`src/rtl/ddr_pkg.sv`:
```
// ddr_pkg: shared AXI write-command entry type plus response codes and burst limits.
package ddr_pkg;
   localparam int WCMD_ADDR_W = 32;
   localparam int WCMD_ID_W = 4;
   localparam logic [1:0] BRESP_OKAY = 2'd0;
   localparam logic [1:0] BRESP_SLVERR = 2'd2;
   localparam logic [7:0] MAX_BURST_LEN = 8'd15;
   localparam logic [2:0] MAX_AXSIZE = 3'd3;
   typedef struct packed {
      logic [WCMD_ADDR_W-1:0] addr;
      logic [7:0] len;
      logic [2:0] size;
      logic [WCMD_ID_W-1:0] id;
      logic err;
   } wcmd_t;
endpackage

```
`src/rtl/wcmd_mem.sv`:
```
// wcmd_mem: DEPTH x wcmd_t register array, one write port, one asynchronous read port.
module wcmd_mem import ddr_pkg::*; #(
   parameter int DEPTH = 8,
   localparam int PW = (DEPTH > 1) ? $clog2(DEPTH) : 1
) (
   input  logic          clk,
   input  logic          we,
   input  logic [PW-1:0] waddr,
   input  wcmd_t         wdata,
   input  logic [PW-1:0] raddr,
   output wcmd_t         rdata
);
   wcmd_t mem [DEPTH];
   always_ff @(posedge clk)
      if (we) mem[waddr] <= wdata;
   assign rdata = mem[raddr];
endmodule

```
`src/rtl/write_cmd_queue.sv`:
```
// write_cmd_queue: circular queue of AXI write-address commands with per-entry error flag.
// Define WCMD_ALIGN_CHECK_EN to also flag addresses misaligned to 2^AWSIZE bytes.
module write_cmd_queue import ddr_pkg::*; #(
   parameter int DEPTH = 8,
   parameter int ADDR_W = 32,
   parameter int ID_W = 4
) (
   input  logic              clk,
   input  logic              rst,
   input  logic              load,
   input  logic              pop,
   input  logic [ADDR_W-1:0] AWADDR,
   input  logic [7:0]        AWLEN,
   input  logic [2:0]        AWSIZE,
   input  logic [ID_W-1:0]   AWID,
   output logic [3:0]        num_transactions,
   output logic              head_valid,
   output logic [ADDR_W-1:0] head_addr,
   output logic [7:0]        head_len,
   output logic [2:0]        head_size,
   output logic [ID_W-1:0]   head_id,
   output logic              err,
   output logic              overflow,
   output logic              underflow
);
   localparam int PW = $clog2(DEPTH);
   logic [PW-1:0] wr_ptr, rd_ptr;
   logic [3:0] cnt;
   logic empty, full, do_pop, do_push, bad;
   wcmd_t wr_entry, head;
   assign empty = cnt == 4'd0;
   assign full = cnt == 4'(DEPTH);
   assign do_pop = pop && !empty;
   // A pop on a full queue frees the slot the same cycle, so the push still lands.
   assign do_push = load && (!full || do_pop);
`ifdef WCMD_ALIGN_CHECK_EN
   assign bad = (AWLEN > MAX_BURST_LEN) || (AWSIZE > MAX_AXSIZE) ||
                (|(AWADDR & ~({ADDR_W{1'b1}} << AWSIZE)));
`else
   assign bad = (AWLEN > MAX_BURST_LEN) || (AWSIZE > MAX_AXSIZE);
`endif
   assign wr_entry = '{addr: WCMD_ADDR_W'(AWADDR), len: AWLEN, size: AWSIZE,
                       id: WCMD_ID_W'(AWID), err: bad};
   always_ff @(posedge clk) begin
      if (rst) begin
         wr_ptr <= '0;
         rd_ptr <= '0;
         cnt <= '0;
         overflow <= 1'b0;
         underflow <= 1'b0;
      end else begin
         if (do_push) wr_ptr <= wr_ptr + 1'b1;
         if (do_pop) rd_ptr <= rd_ptr + 1'b1;
         cnt <= cnt + 4'(do_push) - 4'(do_pop);
         if (load && full && !pop) overflow <= 1'b1;
         if (pop && empty) underflow <= 1'b1;
      end
   end
   wcmd_mem #(.DEPTH(DEPTH)) u_mem (
      .clk(clk),
      .we(do_push && !rst),
      .waddr(wr_ptr),
      .wdata(wr_entry),
      .raddr(rd_ptr),
      .rdata(head)
   );
   assign num_transactions = cnt;
   assign head_valid = !empty;
   assign head_addr = ADDR_W'(head.addr);
   assign head_len = head.len;
   assign head_size = head.size;
   assign head_id = ID_W'(head.id);
   assign err = !empty && head.err;
endmodule

```
`config.mk`:
```
export PLATFORM = sky130hd
export DESIGN_NAME = write_cmd_queue
export DESIGN_NICKNAME = d
export VERILOG_FILES = /design/src/rtl/ddr_pkg.sv /design/src/rtl/wcmd_mem.sv /design/src/rtl/write_cmd_queue.sv
export SDC_FILE = /design/constraint.sdc
export NUM_CORES = 1
export LEC_CHECK = 0
export BUFFER_PORTS_ARGS = -buffer_cell sky130_fd_sc_hd__buf_2
export CAP_MARGIN = 20
export CORE_MARGIN = 8
export CORE_UTILIZATION = 40
export DETAILED_ROUTE_END_ITERATION = 8
export PLACE_DENSITY = 0.68
export SYNTH_ARGS = -nofsm -noshare
export SYNTH_HDL_FRONTEND = slang
export SYNTH_SLANG_ARGS = --single-unit
```
`constraint.sdc`:
```
create_clock -name clk -period 7.2 [get_ports clk]
set_input_delay 0.36 -clock clk [delete_from_list [all_inputs] [get_ports clk]]
set_output_delay 0.36 -clock clk [all_outputs]
set_load 0.02 [all_outputs]
```
## After elaboration in Yosys (flattened, before gate mapping)

Memories as Yosys holds them, arrays and structs flattened. A register that Yosys moved wholly into a read port is not among the register bits.
Cells that the tools add are included.

| operators by class | value |
|---|---|
| reduce and logical (&&, ||, !) cells | 14 |
| order comparisons | 2 |
| $add $sub $neg | 4 |
| mux-type cells | 4 |
| equality and inequality tests | 1 |

Operators by type and width:

| kind | count |
|---|---|
| $gt 8x4->1 const B | 1 |
| $logic_and 1x1->1 | 7 |
| $add 3x1->3 const B | 2 |
| $mux 3 | 2 |
| $add 4x1->4 | 1 |
| $eq 4x4->1 const B | 1 |
| $logic_not 1->1 | 4 |
| $logic_not 4->1 | 1 |
| $sub 4x1->4 | 1 |
| $gt 3x2->1 const B | 1 |
| $logic_or 1x1->1 | 2 |
| $mux 1 | 2 |

| word-level totals | value |
|---|---|
| input bits | 51 |
| RAM bits | 384 |
| memories | 1 |
| register bits | 12 |
| logic and storage cells | 31 |

Memory list:

| name | depth | width | rd ports | clocked after Yosys merged registers in | write ports | line | RTL |
|---|---|---|---|---|---|---|---|
| u_mem.mem | 8 | 48 | 1 | 1 | 1 | wcmd_mem.sv:13 | `wcmd_t mem [DEPTH];` |

## Longest topological paths before layout

| logic depth | value |
|---|---|
| word-level depth | 8 |
| gate-level depth with buffers | 10 |
| mapped depth without buffers | 9 |

## By module

Synthesis repeated with hierarchy kept, for this count alone.

| second synthesis, totals | value |
|---|---|
| cell total of the unflattened synthesis | 655 |
| area, all modules | 15376.0 um^2 |

By module, submodules not included:

| module | area an instance (um^2) | cells an instance | seq. area each (um^2) | instances |
|---|---|---|---|---|
| wcmd_mem | 14659.1 | 568 | 11531.1 | 1 |
| write_cmd_queue | 716.9 | 87 | 240.2 | 1 |

## Least setup slack after synthesis

Ideal clock, no wire load.

| timing | value |
|---|---|
| path kind | register -> register |
| start point | register cnt[2] (netlist: num_transactions[2]) |
| end point | memory u_mem.mem[0][0] (netlist bit) (enable) |
| stages on the path, launching flop included | 7 |
| arrival | 5.810 ns |
| setup time | 0.573 ns |
| path slack | 0.817 ns |
| cell sequence | dfxtp_1 inv_1 ha_1 or3b_1 clkbuf_1 o21ai_1 nor4_1 |

| on the way | value |
|---|---|
| cells in the longest elaborated chain, start to end | 8 |
| elaborated cells between the ends (all ways) | 10 |

Ends and longest elaborated chain:

| what | line | RTL |
|---|---|---|
| start, declared | write_cmd_queue.sv:28 | `logic [3:0] cnt;` |
| start signal, assigned | write_cmd_queue.sv:54 | `cnt <= cnt + 4'(do_push) - 4'(do_pop);` |
| $logic_not 4->1 | write_cmd_queue.sv:31 | `assign empty = cnt == 4'd0;` |
| $logic_not 1->1 | write_cmd_queue.sv:33 | `assign do_pop = pop && !empty;` |
| $logic_and 1x1->1 | write_cmd_queue.sv:33 |  |
| $logic_or 1x1->1 (*) | write_cmd_queue.sv:35 | `assign do_push = load && (!full \|\| do_pop);` |
| $logic_and 1x1->1 (*) | write_cmd_queue.sv:35 |  |
| $logic_and 1x1->1 (*) | write_cmd_queue.sv:61 | `.we(do_push && !rst),` |
| $mux 1 (*) | wcmd_mem.sv:15 | `if (we) mem[waddr] <= wdata;` |
| $mux 1 (not written as such) (*) | wcmd_mem.sv:15 |  |
| end, declared | wcmd_mem.sv:13 |  |

Every way passes the cells marked *; elsewhere a longest branch is shown, timed or not.

==> flow_summary.yaml <==
status:
  run_status: "finished clean"
timing:
  max_slew.worst_pin.slew_ns: 0.934
  finalMaxSlewViolations: 0
  fmax_mhz: 280
  final-setup-viol-count: 0
  final_hold_viol_count: 0
  clock-skew-final_ns: 0.00667
  finalHoldWorstSlack_ns: 0.0911
  final_min_period_over_clock_period_pct: 49.5
  max_slew_margin_pct: 37.4
  post-route-min-period_ns: 3.57
  final.setup.tns_ns: 0
  setup_repair_after_global_routing_missed_its_margin: "no"
synth:
  synth-compound-area-share_pct: 0.574
  synth.net_count: 704
  netlist_area_sq_mm: 0.0155
  synth_warn: 0
  synthMuxAreaShare_pct: 19.2
  largest_family_of_logic_cells_by_synthesized_area: "multiplexers"
  synth_seq_cells: 399
  seq_area_frac_synth_pct: 76.5
  synth_fa_ha_area_share_pct: 0.696
  synthDistinctLibCells: 39
  synthXorXnorAreaFrac_pct: 0.0566
  number_of_flops_mapped_to_enable_cells_by_yosys: 384
  avgSynthCellArea_sq_um: 24.0
  asyncSetResetFlopFracSynth_pct: 0
  yosys_most_used_dff: "sky130_fd_sc_hd__edfxtp_1"
  post_synthesis_simple_gate_area_fraction_pct: 1.40
  synthesis.instances: 645
setup_path:
  crit_fanout: 46
  crit_chain: "buf_4 -> mux4_1 -> mux2_4 -> buf_2"
  cpMaxStageDelayCell: "sky130_fd_sc_hd__dfxtp_4"
  capturing_element_type_of_the_critical_path: "output port"
  cp_slowest_stage_delay_ns: 0.95
  startpoint_type: "flip-flop"
  criticalPathCategory: "reg -> out"
  timing.critical_path.required_ns: 6.84
  critical_path_arrival_ns: 3.21
power:
  leak_pwr_nw: 5.77
  ir_worst_vdd_uv: 224
  pwr_density_cell_mw_per_mm2: 323
detailed_routing:
  drtAntennaViolNets: 0
  dr.pass1.iters: 4
  detail_route.drc_violations: 0
  post_drt_via_cell_ratio: 5.15
  total_wirelength_mm: 30.0
  num_vias: 6836
  routed_wire_length_per_instance_um: 22.6
  first_iter_violations: 472
clock_tree:
  cts_made_buffers: 41
  cts.sinks: 399
  cts_post_setup_buffers_inserted: 0
  clk_path_buf_depth: 3
  cts_tree: "built"
  cts.hold.buffers_added: 0
  cts_root_buffer: "sky130_fd_sc_hd__clkbuf_16"
  post_cts.resized_instances: 0
  clkLatencyLatePin_ns: 0.54
  clkTransAtPathRegs_ns: 0.06
  ctsHtreeMaxLevel: 2
job:
  number_of_max_capacitance_violations_reported: 0
floorplan:
  die_h_um: 213
  design.die.area_sq_mm: 0.0452
  floorplan.core_area_sq_mm: 0.0384
  std_cell_rows: 72
  initial_utilization_pct: 40.3
  io_pins: 106
  width_of_the_die_um: 213
layout:
  post_layout_nonfiller_instances: 1327
  final_util_pct: 46.5
  drive_above_1_share_pct: 37.9
  filler_cell_count: 3209
  most-common-layout-cells: "384 x sky130_fd_sc_hd__edfxtp_1, 105 x sky130_fd_sc_hd__buf_2, 75 x sky130_fd_sc_hd__mux4_2"
  register_area_sq_mm: 0.0118
  fin_nets: 838
  num_antenna_cells: 0
  final_common_cell: "sky130_fd_sc_hd__edfxtp_1"
  multi_input_comb_area_sq_mm: 0.00343
  syn2layout_area_growth_pct: 15.4
placed_design:
  dp_hpwl_mm: 16.9
  gp_congestion: 0.701
  place_inst: 1254
  io_buffer_count: 105
global_routing:
  grt_pass1_wl_mm: 45.5
  gr-usage-all-layers_pct: 13.4
  antenna_found_initial: 6
  grt-ovfl-total: 0
  first_global_vias: 7472
  grt_start_max_net_pins: 50
min_path:
  hold_path_class: "in -> reg"
[final timing paths]
kind	cells after the start	from	slack, ns	endpoint
worst max-delay path	4	flip-flop	3.63	head_addr[6]
worst min register to register	2	overflow	0.45	overflow
worst min-delay path	1	AWADDR[20]	0.09	u_mem.mem[0][36]
worst max register to register	6	num_transactions[2]	4.24	u_mem.mem[3][38]
[worst max-delay path: cells and delay by family (launching register included)]
family	cells	cell delay (ns)
flops	1	0.95
mux	2	0.93
buf+inv	2	0.77
[kinds of logic (layout without fill, tap and decap cells)]
group	Yosys count	in the layout
and+or+nand+nor	37	37
xor gates and xnor gates	1	1
DFF	399	399
muxes	148	148
AOI/OAI and AO/OA	15	15
buffers and inverters	37	201
adders and majority gates	8	8
[state kept, by name, indices dropped and copies added (netlist names), named ones only]
signal	count
num_transactions	4
overflow	1
rd_ptr	3
u_mem.mem	384
underflow	1
wr_ptr	3
[power by group]
group	total [mW]	internal [mW]	switching (mW)
Sequential	2.74	2.64	0.100
Combinational	1.04	0.524	0.511
Clock	1.98	1.15	0.828
[cells in the mapped netlist (2+ instances only)]
library cell / count / area share (%)
sky130_fd_sc_hd__a21oi_1: 6 / 0.19
sky130_fd_sc_hd__buf_12: 5 / 0.65
sky130_fd_sc_hd__buf_2: 11 / 0.36
sky130_fd_sc_hd__clkbuf_1: 12 / 0.29
sky130_fd_sc_hd__dfxtp_1: 15 / 1.9
sky130_fd_sc_hd__edfxtp_1: 384 / 75
sky130_fd_sc_hd__ha_1: 7 / 0.57
sky130_fd_sc_hd__inv_1: 6 / 0.15
sky130_fd_sc_hd__mux2_2: 10 / 0.73
sky130_fd_sc_hd__mux2_4: 38 / 3.7
sky130_fd_sc_hd__mux2i_1: 3 / 0.19
sky130_fd_sc_hd__mux4_1: 21 / 3.6
sky130_fd_sc_hd__mux4_2: 75 / 11
sky130_fd_sc_hd__nand2_1: 2 / 0.049
sky130_fd_sc_hd__nand2b_1: 3 / 0.12
sky130_fd_sc_hd__nand3_1: 3 / 0.097
sky130_fd_sc_hd__nor2_1: 7 / 0.17
sky130_fd_sc_hd__nor2b_1: 5 / 0.20
sky130_fd_sc_hd__nor3_1: 5 / 0.16
sky130_fd_sc_hd__nor4_1: 3 / 0.12
sky130_fd_sc_hd__o211ai_1: 2 / 0.097
sky130_fd_sc_hd__o21ai_1: 3 / 0.097
sky130_fd_sc_hd__or3_1: 2 / 0.081
sky130_fd_sc_hd__or3b_1: 2 / 0.11
[per-layer routing]
metal  track usage, %  up-vias  wire length (um)
li1                 -     3014                 -
met1             16.7     3583             12300
met2             22.9      171             15300
met3             3.48       56              1790
met4             3.55       12               553
met5                0        -                72
[through the flow]
| step | total power, mW | cell area (sq um) | worst slack [ns] |
|---|---|---|---|
| floorplan | 3.59 | 15500 | 0.817 |
| global placement | 3.84 | 16600 | 4.11 |
| detailed placement | 3.86 | 16600 | 4.07 |
| CTS | 5.85 | 17800 | 3.49 |
| global route | 6.00 | 17800 | 3.36 |
| finish | 5.76 | 17800 | 3.63 |
[final cells by class]
cell class / instances / share of cell area [%]
Tap cell: 518 / 3.63
Clock buffer: 61 / 6.53
Sequential cell: 399 / 66.4
Inverter: 7 / 0.147
Timing Repair Buffer: 121 / 3.62
Clock inverter: 12 / 0.470
Multi-Input combinational cell: 209 / 19.2
Note: power is estimated with default switching activity, not from simulation.
